`config.mk`:
```
export PLATFORM = sky130hd
export DESIGN_NAME = mod997_chunk_sequencer_flat
export DESIGN_NICKNAME = d
export VERILOG_FILES = /design/src/rtl/mod997_chunk_sequencer_pkg.sv /design/src/rtl/mod997_chunk_sequencer_if.sv /design/src/rtl/mod997_acc_add.sv /design/src/rtl/mod997_chunk_sequencer.sv /design/src/flat_wrapper.sv
export SDC_FILE = /design/constraint.sdc
export NUM_CORES = 1
export LEC_CHECK = 0
export CORE_MARGIN = 2
export CORE_UTILIZATION = 51
export DETAILED_ROUTE_END_ITERATION = 12
export HOLD_SLACK_MARGIN = 0.1
export PLACE_DENSITY = 0.81
export SLEW_MARGIN = 20
export SYNTH_ARGS = -nofsm -noshare
export SYNTH_HDL_FRONTEND = slang
export SYNTH_SLANG_ARGS = --single-unit
```
`constraint.sdc`:
```
create_clock -name clk -period 3.7 [get_ports clk]
set_input_delay 1.11 -clock clk [delete_from_list [all_inputs] [get_ports clk]]
set_output_delay 1.11 -clock clk [all_outputs]
set_load 0.02 [all_outputs]
```
`src/rtl/mod997_chunk_sequencer_pkg.sv`:
```
// Shared constants, FSM state type and modular-add helper for the mod-997 chunk reducer.
package mod997_pkg;
  localparam int N_BITS  = 300;
  localparam int CHUNK_W = 6;
  localparam int MOD     = 997;
  localparam int RES_W   = 10;
  localparam int NCHUNK  = (N_BITS + CHUNK_W - 1) / CHUNK_W;
  localparam int IDX_W   = $clog2(NCHUNK);
  localparam int PAD_W   = NCHUNK * CHUNK_W;

  typedef enum logic [1:0] {
    IDLE = 2'd0,
    RUN  = 2'd1,
    DONE = 2'd2
  } state_t;

  // Both operands are below MOD, so a single conditional subtract normalises the sum.
  function automatic logic [RES_W-1:0] mod_add(input logic [RES_W-1:0] a,
                                                input logic [RES_W-1:0] b);
    logic [RES_W:0] sum;
    sum = {1'b0, a} + {1'b0, b};
    if (sum >= (RES_W+1)'(MOD)) begin
      sum = sum - (RES_W+1)'(MOD);
    end
    return sum[RES_W-1:0];
  endfunction
endpackage

```
`src/rtl/mod997_chunk_sequencer_if.sv`:
```
// Operand, LUT-bank and result signals of the chunk sequencer, grouped with producer/block views.
interface mod997_chunk_sequencer_if;
  import mod997_pkg::*;

  logic               in_valid;
  logic               in_ready;
  logic [N_BITS-1:0]  in_data;
  logic               flush;
  logic [IDX_W-1:0]   lut_idx;
  logic [CHUNK_W-1:0] lut_x;
  logic [RES_W-1:0]   lut_z;
  logic               out_valid;
  logic               out_ready;
  logic [RES_W-1:0]   out_res;
  logic               busy;

  modport master (
    output in_valid, in_data, flush, lut_z, out_ready,
    input  in_ready, lut_idx, lut_x, out_valid, out_res, busy
  );

  modport slave (
    input  in_valid, in_data, flush, lut_z, out_ready,
    output in_ready, lut_idx, lut_x, out_valid, out_res, busy
  );
endinterface

```
`src/rtl/mod997_acc_add.sv`:
```
// Combinational modular adder: for a, b < MOD returns (a + b) mod MOD.
module mod997_acc_add
  import mod997_pkg::*;
(
  input  logic [RES_W-1:0] a,
  input  logic [RES_W-1:0] b,
  output logic [RES_W-1:0] y
);
  assign y = mod_add(a, b);
endmodule

```
`src/rtl/mod997_chunk_sequencer.sv`:
```
// Sequential mod-997 reducer: walks the operand one 6-bit chunk per cycle through an external
// residue LUT bank and accumulates the returned residues modulo 997.
module mod997_chunk_sequencer
  import mod997_pkg::*;
(
  input  logic                     clk,
  input  logic                     rst_n,
  mod997_chunk_sequencer_if.slave  bus
);
  localparam logic [IDX_W-1:0] LAST_IDX = IDX_W'(NCHUNK - 1);

  state_t           state_reg;
  logic [IDX_W-1:0] idx_reg;
  logic [PAD_W-1:0] operand_reg;
  logic [RES_W-1:0] acc_reg;
  logic [RES_W-1:0] acc_next;
  logic             in_ready_reg;
  logic             out_valid_reg;
  logic             busy_reg;

  mod997_acc_add u_acc_add (
    .a (acc_reg),
    .b (bus.lut_z),
    .y (acc_next)
  );

  // The operand shifts down one chunk per step, so the current chunk always sits in the low bits.
  // The final step leaves it unshifted so lut_x keeps showing the last chunk afterwards.
  always_ff @(posedge clk or negedge rst_n) begin
    if (!rst_n) begin
      state_reg     <= IDLE;
      idx_reg       <= '0;
      operand_reg   <= '0;
      acc_reg       <= '0;
      in_ready_reg  <= 1'b1;
      out_valid_reg <= 1'b0;
      busy_reg      <= 1'b0;
    end else if (bus.flush) begin
      state_reg     <= IDLE;
      acc_reg       <= '0;
      in_ready_reg  <= 1'b1;
      out_valid_reg <= 1'b0;
      busy_reg      <= 1'b0;
    end else begin
      case (state_reg)
        IDLE: begin
          if (bus.in_valid) begin
            operand_reg  <= PAD_W'(bus.in_data);
            idx_reg      <= '0;
            acc_reg      <= '0;
            state_reg    <= RUN;
            in_ready_reg <= 1'b0;
            busy_reg     <= 1'b1;
          end
        end
        RUN: begin
          acc_reg <= acc_next;
          if (idx_reg == LAST_IDX) begin
            state_reg     <= DONE;
            out_valid_reg <= 1'b1;
          end else begin
            idx_reg     <= idx_reg + IDX_W'(1);
            operand_reg <= operand_reg >> CHUNK_W;
          end
        end
        DONE: begin
          if (bus.out_ready) begin
            state_reg     <= IDLE;
            out_valid_reg <= 1'b0;
            in_ready_reg  <= 1'b1;
            busy_reg      <= 1'b0;
          end
        end
        default: begin
          state_reg     <= IDLE;
          in_ready_reg  <= 1'b1;
          out_valid_reg <= 1'b0;
          busy_reg      <= 1'b0;
        end
      endcase
    end
  end

  assign bus.lut_idx   = idx_reg;
  assign bus.lut_x     = operand_reg[CHUNK_W-1:0];
  assign bus.in_ready  = in_ready_reg;
  assign bus.out_valid = out_valid_reg;
  assign bus.out_res   = acc_reg;
  assign bus.busy      = busy_reg;
endmodule

```
`src/flat_wrapper.sv`:
```
// flat-port wrapper written by rule: the top's interface ports become plain ports
module mod997_chunk_sequencer_flat import mod997_pkg::*;
  (clk, rst_n, bus_in_valid, bus_in_data, bus_flush, bus_lut_z, bus_out_ready, bus_in_ready, bus_lut_idx, bus_lut_x, bus_out_valid, bus_out_res, bus_busy);
  mod997_chunk_sequencer_if bus_i ();
  input  logic clk;
  input  logic rst_n;
  input wire logic [$bits(bus_i.in_valid)-1:0] bus_in_valid;
  input wire logic [$bits(bus_i.in_data)-1:0] bus_in_data;
  input wire logic [$bits(bus_i.flush)-1:0] bus_flush;
  input wire logic [$bits(bus_i.lut_z)-1:0] bus_lut_z;
  input wire logic [$bits(bus_i.out_ready)-1:0] bus_out_ready;
  output wire logic [$bits(bus_i.in_ready)-1:0] bus_in_ready;
  output wire logic [$bits(bus_i.lut_idx)-1:0] bus_lut_idx;
  output wire logic [$bits(bus_i.lut_x)-1:0] bus_lut_x;
  output wire logic [$bits(bus_i.out_valid)-1:0] bus_out_valid;
  output wire logic [$bits(bus_i.out_res)-1:0] bus_out_res;
  output wire logic [$bits(bus_i.busy)-1:0] bus_busy;
  assign bus_i.in_valid = bus_in_valid;
  assign bus_i.in_data = bus_in_data;
  assign bus_i.flush = bus_flush;
  assign bus_i.lut_z = bus_lut_z;
  assign bus_i.out_ready = bus_out_ready;
  assign bus_in_ready = bus_i.in_ready;
  assign bus_lut_idx = bus_i.lut_idx;
  assign bus_lut_x = bus_i.lut_x;
  assign bus_out_valid = bus_i.out_valid;
  assign bus_out_res = bus_i.out_res;
  assign bus_busy = bus_i.busy;
  mod997_chunk_sequencer u_core (.clk(clk), .rst_n(rst_n), .bus(bus_i));
endmodule
```
==> results of run 1 <==
[power groups by stage]
stage | registers [W] | logic [W] | clock network (W)
2_1_floorplan | 0.00557 | 0.00264 | 0
3_3_place_gp | 0.00571 | 0.00379 | 0
3_5_place_dp | 0.00577 | 0.00390 | 0
4_1_cts | 0.00573 | 0.00394 | 0.00361
5_1_grt | 0.00590 | 0.00444 | 0.00376
6_report | 0.00575 | 0.00395 | 0.00356
[layer usage]
layer  vias to the layer above  routed length [µm]
li1                       6761                   -
met2                       505               20400
met4                         2                1030
met5                         -                  12
met1                      6879               17600
met3                        68                2720
[cell type report]
class / instances / share of cell area [%]
multi-input combinational: 1366 / 32.1
clock inverter: 17 / 0.613
tap: 384 / 2.38
timing repair buffer: 394 / 19.5
sequential: 321 / 39.8
clock buffer: 49 / 5.35
antenna: 6 / 0.0744
inverter: 8 / 0.186
[worst max-delay path, stage by stage]
cell and delay, ps:
clkdlybuf4s50_1 460, ha_1 160, inv_1 60, fa_2 360
nor2b_4 160, o2111ai_4 140, a31oi_2 170, or4b_4 540
o41a_1 370, or4_1 420, nand3_1 90
[per-stage QoR]
stage                     setup WS, ps  TNS [ps]  cell area, µm²  std cells  total power, W
after floorplan                   46.5         0           15000       1838         0.00821
after global placement            -495     -3910           18900       2473         0.00950
after detailed placement          -528     -4260           18900       2473         0.00967
after CTS                         26.6         0           20100       2539          0.0133
after global routing             -1.04     -1.04           20200       2544          0.0141
final                             88.8         0           20200       2545          0.0133
[synthesized netlist by cell type, types with 6 or more instances]
| master | instances |
|---|---|
| nand3_1 | 7 |
| xor2_1 | 6 |
| inv_1 | 7 |
| o21ai_0 | 16 |
| dfrtp_1 | 320 |
| nor3_1 | 9 |
| a31oi_1 | 295 |
| nand2_1 | 616 |
| clkbuf_1 | 136 |
| ha_1 | 14 |
| a21oi_1 | 17 |
| buf_4 | 6 |
| nor2_1 | 313 |
[path summary, 6_finish.rpt]
check | start | slack [ps] | end
max | bus_lut_z[0] | 90 | u_core.bus.out_res[2]
min | u_core.operand_reg[290] | 530 | u_core.operand_reg[284]
max reg2reg | u_core.bus.out_res[0] | 710 | u_core.bus.out_res[1]
min reg2reg | u_core.operand_reg[290] | 530 | u_core.operand_reg[284]
max in group asynchronous | rst_n | 2200 | u_core.operand_reg[229]
min in group asynchronous | rst_n | 600 | u_core.operand_reg[81]
[cells by family after synthesis]
kind of cell / count (synthesis) / synth area share (%)
fa+ha+maj: 15 / 1.30
compound gates: 361 / 15.3
buf+inv: 151 / 3.93
mux: 3 / 0.200
simple gates: 976 / 25.2
flops: 321 / 53.4
xor+xnor: 11 / 0.640
[repair_timing]
item                                    4_1_cts  5_1_grt
pin swaps                                     1        3
cloned                                        0        0
endpoints found under the setup margin        1        9
resized for setup                             1        6
==> impl_metrics.tcl, run 1 <==
set metrics [dict create \
    core_um2 28900 \
    synth-main-ff-cell "dfrtp_1" \
    internal_power_w 0.00882 \
    fillers 2291 \
    grt_most_used_layer "met2" \
    syn_inst 1838 \
    ir_drop_mv 0.365 \
    cts_buffers 36 \
    die_w_um 176 \
    globalRouteMet2Util_pct 44.6 \
    cp_data_required_time_ps 4140 \
    clock.fmax_ghz 0.277 \
    path_max_fanout 5 \
    p_sw_share_pct 33.5 \
    switchingPower_w 0.00444 \
    power_frac_seq_pct 43.4 \
    io_pins 340 \
    drt-total-wl_mm 41.8 \
    synth.area.top_cells "dfrtp_1, nand2_1, a31oi_1" \
    area_delta_synth_final_pct 34.2 \
    synth_edf_count 0 \
    layout_commonest_cell "nand2_1" \
    syn_area_um2 15000 \
    grt.total_usage_pct 26.5 \
    wl_per_cell_um 16.4 \
    worst_pin_slew_ps 805 \
    vias 14215 \
    cts_htree_levels 2 \
    power_density_nw_per_um2 656 \
    first_pass_iters 7 \
    design.die.area_um2 30900 \
    largest_reg_flops 300 \
    use_met3_pct 4.05 \
    path_class "in2reg" \
    slew_viol_final 0 \
    synth-seq-cells 321 \
    grt_pass1_wl_mm 66.8 \
    multi_input_area_um2 6480 \
    overflow 0 \
    setup_viol 0 \
    min_period_ps 3610 \
    clkLatencyLatePin_ps 510 \
    yosysWarningCount 0 \
    p_leak_nw 8.62 \
    yosysTopAreaCell "dfrtp_1" \
    ff_latch_area_um2 8030 \
    clockPowerShare_pct 26.9 \
    cap_violations 0 \
    numClockSinks 321 \
    synth-async-reset-ratio_pct 100 \
    cts.hold.buffers_added 0 \
    min_period_over_period_pct 97.6 \
    hold_viol 0 \
    slew_headroom_pct 46.0 \
    run_status "finished, final reports clean" \
    hold_depth 2 \
    cts_tree "done" \
    synth_nets 2168 \
    antenna_found_initial 7 \
    ant_nets 0 \
    finalNetCount 2457 \
    std_cell_rows 62 \
    crit_path_end_kind "flip-flop" \
    drt-initial-drc-count 1462 \
    hold_class "reg2reg" \
    clockBufferDepth 3 \
    gp_congestion 0.884 \
    seq_area_frac_synth_pct 53.4 \
    grt_pass1_vias 13571 \
    vias_per_cell 5.59 \
    p_comb_share_pct 29.8 \
    synth_top_area_share_pct 53.2 \
    arrival_ps 4050 \
    r2r.worst_path.cells 9 \
    cp-start-kind "primary input" \
    fin_skew_ps 9.90 \
    cts_root_buf "clkbuf_16" \
    holdWs_ps 533 \
    final_cell_mix "nand2_1, clkdlybuf4s50_1, dfrtp_1, nor2_1, a31oi_1" \
    fin_util_pct 70.0 \
    grt_max_degree 183 \
    drive_above_1_share_pct 6.36 \
    start_util_pct 52.1 \
    die_h_um 176 \
    io_buffers 339 \
    grt_util_met1_pct 35.7 \
    clkTransAtPathRegs_ps 60 \
    cts_setup_buffers 0 \
    synth.distinct_cells 51 \
    drc 0 \
    dp_hpwl_mm 28.0 \
    syn_avg_cell_area_um2 8.19 \
]
(Power assumes the default switching activity.)
==> run 2: changes to the inputs <==
--- a/config.mk
+++ b/config.mk
@@ -5,11 +5,12 @@
 export SDC_FILE = /design/constraint.sdc
 export NUM_CORES = 1
 export LEC_CHECK = 0
-export CORE_MARGIN = 2
-export CORE_UTILIZATION = 51
+export CORE_MARGIN = 1
+export CORE_UTILIZATION = 52
+export CTS_BUF_LIST = sky130_fd_sc_hd__clkbuf_4
 export DETAILED_ROUTE_END_ITERATION = 12
 export HOLD_SLACK_MARGIN = 0.1
-export PLACE_DENSITY = 0.81
+export PLACE_DENSITY = 0.82
 export SLEW_MARGIN = 20
 export SYNTH_ARGS = -nofsm -noshare
 export SYNTH_HDL_FRONTEND = slang
==> impl_metrics.tcl, run 2 (synthesis results as in run 1) <==
set metrics [dict create \
    run_status "finished, final reports clean" \
    final_cell_mix "nand2_1, clkdlybuf4s50_1, dfrtp_1, nor2_1, a31oi_1" \
    slew_headroom_pct 41.8 \
    fin_tns_setup_ps 0 \
    rsz0062_at_grt "yes" \
    crit_path_end_kind "flip-flop" \
    cts_buffers 84 \
    die_h_um 172 \
    cts_root_buf "clkbuf_4" \
    antenna_found_initial 7 \
    design.die.area_um2 29600 \
    cts_tree "done" \
    dpl_worst_slack_ps -571 \
    path_max_fanout 5 \
    gp_congestion 0.843 \
    vias_per_cell 5.50 \
    clock.fmax_ghz 0.275 \
    multi_input_area_um2 6440 \
    hold_class "in2async" \
    drive_above_1_share_pct 8.52 \
    p_leak_nw 8.59 \
    wl_per_cell_um 16.2 \
    holdWs_ps 412 \
    drt-initial-drc-count 1275 \
    power_frac_seq_pct 45.2 \
    m1WireLength_mm 17.5 \
    area_delta_synth_final_pct 32.7 \
    clockPowerShare_pct 24.1 \
    slew_viol_final 0 \
    worst_pin_slew_ps 873 \
    cts_htree_levels 3 \
    worst_path_max_delay_cell "or4b_4" \
    p_sw_share_pct 35.0 \
    wl_met3_mm 3.49 \
    vias 14374 \
    switchingPower_w 0.00445 \
    io_buffers 339 \
    overflow 0 \
    grt.total_usage_pct 28.6 \
    cp_data_required_time_ps 4290 \
    clkLatencyLatePin_ps 700 \
    std_cell_rows 61 \
    layout_commonest_cell "nand2_1" \
    grt_pass1_vias 13745 \
    fillers 2181 \
    hold_viol 0 \
    path_class "in2reg" \
    numClockSinks 321 \
    first_pass_iters 7 \
    grt_pass1_wl_mm 67.2 \
    drc 0 \
    largest_reg_flops 300 \
    fin_skew_ps 58.2 \
    min_period_over_period_pct 98.4 \
    dr_wl_met2_mm 20.2 \
    finalNetCount 2497 \
    ant_nets 0 \
    critPathMaxStageDelay_ps 540 \
    io_pins 340 \
    path_cells "clkdlybuf4s50_1 -> ha_1 -> inv_1 -> fa_1 -> nor2b_4 -> o2111ai_2 -> a31oi_1 -> or4b_4 -> o41a_1 -> or4_1 -> nand3_1" \
    drt-total-wl_mm 42.3 \
    cp-start-kind "primary input" \
    clkTransAtPathRegs_ps 60 \
    internal_power_w 0.00826 \
    top_layer "met5" \
    core_um2 28100 \
    grt_max_degree 178 \
    clockBufferDepth 3 \
    ir_drop_mv 0.277 \
    setup_viol 0 \
    start_util_pct 53.6 \
    ff_latch_area_um2 8030 \
    power_density_nw_per_um2 637 \
    min_period_ps 3640 \
    p_comb_share_pct 30.7 \
    cap_violations 0 \
    arrival_ps 4230 \
    die_w_um 172 \
    fin_util_pct 71.1 \
    setup_ws_ps 60.1 \
    dp_hpwl_mm 28.6 \
]
-- run 2: worst max-delay path: cells and delay by family --
family / cells / cell delay, ps
AND/OR/NAND/NOR: 4 / 1200
AO/OA/AOI/OAI: 3 / 820
adder cells (fa/ha/maj): 2 / 570
buffers and inverters: 2 / 510
-- run 2: timing repair --
action	4_1_cts	5_1_grt
gates resized for setup	0	1
endpoints found under the setup margin	0	1
setup buffers	0	0
hold buffers	0	0
-- run 2: path summary, 6_finish.rpt --
path                                        start                       to  slack [ps]  cells after the start
min in group clk           u_core.operand_reg[37]   u_core.operand_reg[31]         480                      2
max                                  bus_lut_z[0]    u_core.bus.out_res[2]          60                     11
min                                         rst_n   u_core.operand_reg[11]         410                      1
max reg2reg                 u_core.bus.out_res[0]    u_core.bus.out_res[2]         560                     10
min reg2reg                u_core.operand_reg[37]   u_core.operand_reg[31]         480                      2
max in group asynchronous                   rst_n  u_core.operand_reg[188]        2270                      2
-- run 2: layout make-up --
type / count / area share, %
clock buffers: 123 / 4.62
clock inverters: 26 / 0.714
repair buffers: 386 / 19.5
multi-input cells: 1366 / 32.3
diodes: 6 / 0.0752
inverters: 8 / 0.188
flip-flops and latches: 321 / 40.2
well taps: 378 / 2.37
-- run 2: power by group through the flow --
stage | combinational [W] | clock [W] | sequential (W)
final | 0.00390 | 0.00307 | 0.00574
after global routing | 0.00442 | 0.00333 | 0.00590
after CTS | 0.00391 | 0.00315 | 0.00573
after detailed placement | 0.00389 | 0 | 0.00577
after global placement | 0.00376 | 0 | 0.00570
after floorplan | 0.00264 | 0 | 0.00557
-- run 2: layer usage --
layer,track usage (%),up-vias
met5,0,-
met4,11.4,6
met3,6.59,83
met2,45.9,546
met1,37.6,6847
li1,-,6892
-- run 2: through the flow --
| step | cell area, µm² | power (W) | cells |
|---|---|---|---|
| after global routing | 20000 | 0.0136 | 2611 |
| final | 20000 | 0.0127 | 2614 |
| after detailed placement | 18900 | 0.00967 | 2459 |
| after floorplan | 15000 | 0.00821 | 1838 |
| after CTS | 19900 | 0.0128 | 2608 |
| after global placement | 18900 | 0.00946 | 2459 |
==> run 3: changes to the inputs <==
--- a/config.mk
+++ b/config.mk
@@ -10,7 +10,7 @@
 export CTS_BUF_LIST = sky130_fd_sc_hd__clkbuf_4
 export DETAILED_ROUTE_END_ITERATION = 12
 export HOLD_SLACK_MARGIN = 0.1
-export PLACE_DENSITY = 0.82
+export PLACE_DENSITY = 0.85
 export SLEW_MARGIN = 20
 export SYNTH_ARGS = -nofsm -noshare
 export SYNTH_HDL_FRONTEND = slang
==> impl_metrics.tcl, run 3 (synthesis results as in run 1) <==
set metrics [dict create \
    dpl_worst_slack_ps -549 \
    grt_pass1_vias 13945 \
    fin_util_pct 71.1 \
    drt-total-wl_mm 42.5 \
    run_status "finished, final reports clean" \
    cts.hold.buffers_added 0 \
    setup_viol 0 \
    cts_htree_levels 3 \
    final_cells 2603 \
    cap_violations 0 \
    design.die.area_um2 29600 \
    final_cell_mix "nand2_1, clkdlybuf4s50_1, dfrtp_1, nor2_1, a31oi_1" \
    cp-start-kind "primary input" \
    first_pass_iters 6 \
    ctsResizeCount 0 \
    largest_reg_flops 300 \
    numClockSinks 321 \
    io_buffers 339 \
    io_pins 340 \
    drive_above_1_share_pct 8.57 \
    cts_root_buf "clkbuf_4" \
    cts_buffers 84 \
    std_cell_rows 61 \
    path_max_fanout 5 \
    wl_per_cell_um 16.3 \
    vias_per_cell 5.57 \
    grt_pass1_wl_mm 66.7 \
    drt-initial-drc-count 1312 \
    grt.total_usage_pct 28.5 \
    hold_class "in2async" \
    path_class "in2reg" \
    start_util_pct 53.6 \
    core_um2 28100 \
    power_density_nw_per_um2 643 \
    cp_data_required_time_ps 4320 \
    p_leak_nw 8.61 \
    layout_commonest_cell "nand2_1" \
    die_w_um 172 \
    slew_viol_final 0 \
    dp.cells 2459 \
    antenna_found_initial 9 \
    min_period_over_period_pct 96.5 \
    grt_max_degree 183 \
    critPathMaxStageDelay_ps 530 \
    design_area_um2 20000 \
    finalNetCount 2497 \
    clkLatencyLatePin_ps 700 \
    ant_nets 0 \
    dpl_cell_area_um2 18900 \
    worst_pin_slew_ps 868 \
    min_period_ps 3570 \
    fin_skew_ps 61.7 \
    drc 0 \
    rsz0062_at_grt "no" \
    overflow 0 \
    ir_drop_mv 0.280 \
    cts_tree "done" \
    holdWs_ps 334 \
    worst_path_max_delay_cell "or4b_4" \
    clockBufferDepth 3 \
    dp_hpwl_mm 28.9 \
    path_cells "clkdlybuf4s50_1 -> ha_1 -> inv_1 -> fa_1 -> nor2b_4 -> o2111ai_2 -> a31oi_1 -> or4b_4 -> o41a_1 -> or4_1 -> nand3_1" \
    cts_setup_buffers 0 \
    setup_ws_ps 128 \
    arrival_ps 4190 \
    clock.fmax_ghz 0.280 \
    die_h_um 172 \
    crit_path_end_kind "flip-flop" \
    gp_congestion 0.862 \
    clkTransAtPathRegs_ps 60 \
    hold_viol 0 \
    area_delta_synth_final_pct 32.8 \
    slew_headroom_pct 42.1 \
    vias 14487 \
]
==> run 3: layout make-up <==
type,instances,area [µm²]
fill,2169,8110
sequential,321,8030
multi-input combinational,1366,6430
timing repair buffer,386,3910
clock buffer,123,923
tap,378,473
clock inverter,14,143
inverter,8,37.5
antenna,7,17.5
==> run 3: where the power goes <==
part / leakage (nW) / internal, W / switching, W
sequential: 3.60 / 0.00492 / 0.000842
clock: 0.636 / 0.00172 / 0.00144
combinational: 4.38 / 0.00175 / 0.00217
total: 8.61 / 0.00839 / 0.00445
==> run 3: per-layer routing <==
metal / part of all wire, % / wire (µm) / track usage [%] / vias to the layer above
met1: 40 / 17200 / 36.2 / 6911
met4: 2.9 / 1220 / 12.5 / 4
met2: 49 / 20900 / 47.5 / 586
met3: 7.3 / 3120 / 5.38 / 89
li1: - / - / - / 6897
met5: 0.064 / 27 / 0 / -
==> run 3: worst max-delay path, delay by kind of cell <==
| family | cells | cell delay [ps] |
|---|---|---|
| and+or+nand+nor | 4 | 1180 |
| AOI/OAI and AO/OA | 3 | 780 |
| adders and majority gates | 2 | 600 |
| buffers and inverters | 2 | 520 |
==> run 3: final timing paths <==
path | startpoint | end | slack (ps) | cells after the start
setup / recovery | bus_lut_z[0] | u_core.bus.out_res[2] | 130 | 11
hold / removal | rst_n | u_core.operand_reg[86] | 330 | 1
setup reg to reg | u_core.bus.out_res[0] | u_core.bus.out_res[2] | 610 | 10
hold reg to reg | u_core.operand_reg[101] | u_core.operand_reg[95] | 510 | 2
max in group asynchronous | rst_n | u_core.operand_reg[169] | 2410 | 2
min in group clk | u_core.operand_reg[101] | u_core.operand_reg[95] | 510 | 2
==> run 3: stage by stage <==
| step | setup TNS [ps] | total power [W] |
|---|---|---|
| 3_3_place_gp | -4030 | 0.00949 |
| 2_1_floorplan | 0 | 0.00821 |
| 3_5_place_dp | -4730 | 0.00971 |
| 5_1_grt | 0 | 0.0137 |
| 4_1_cts | 0 | 0.0129 |
| 6_report | 0 | 0.0128 |
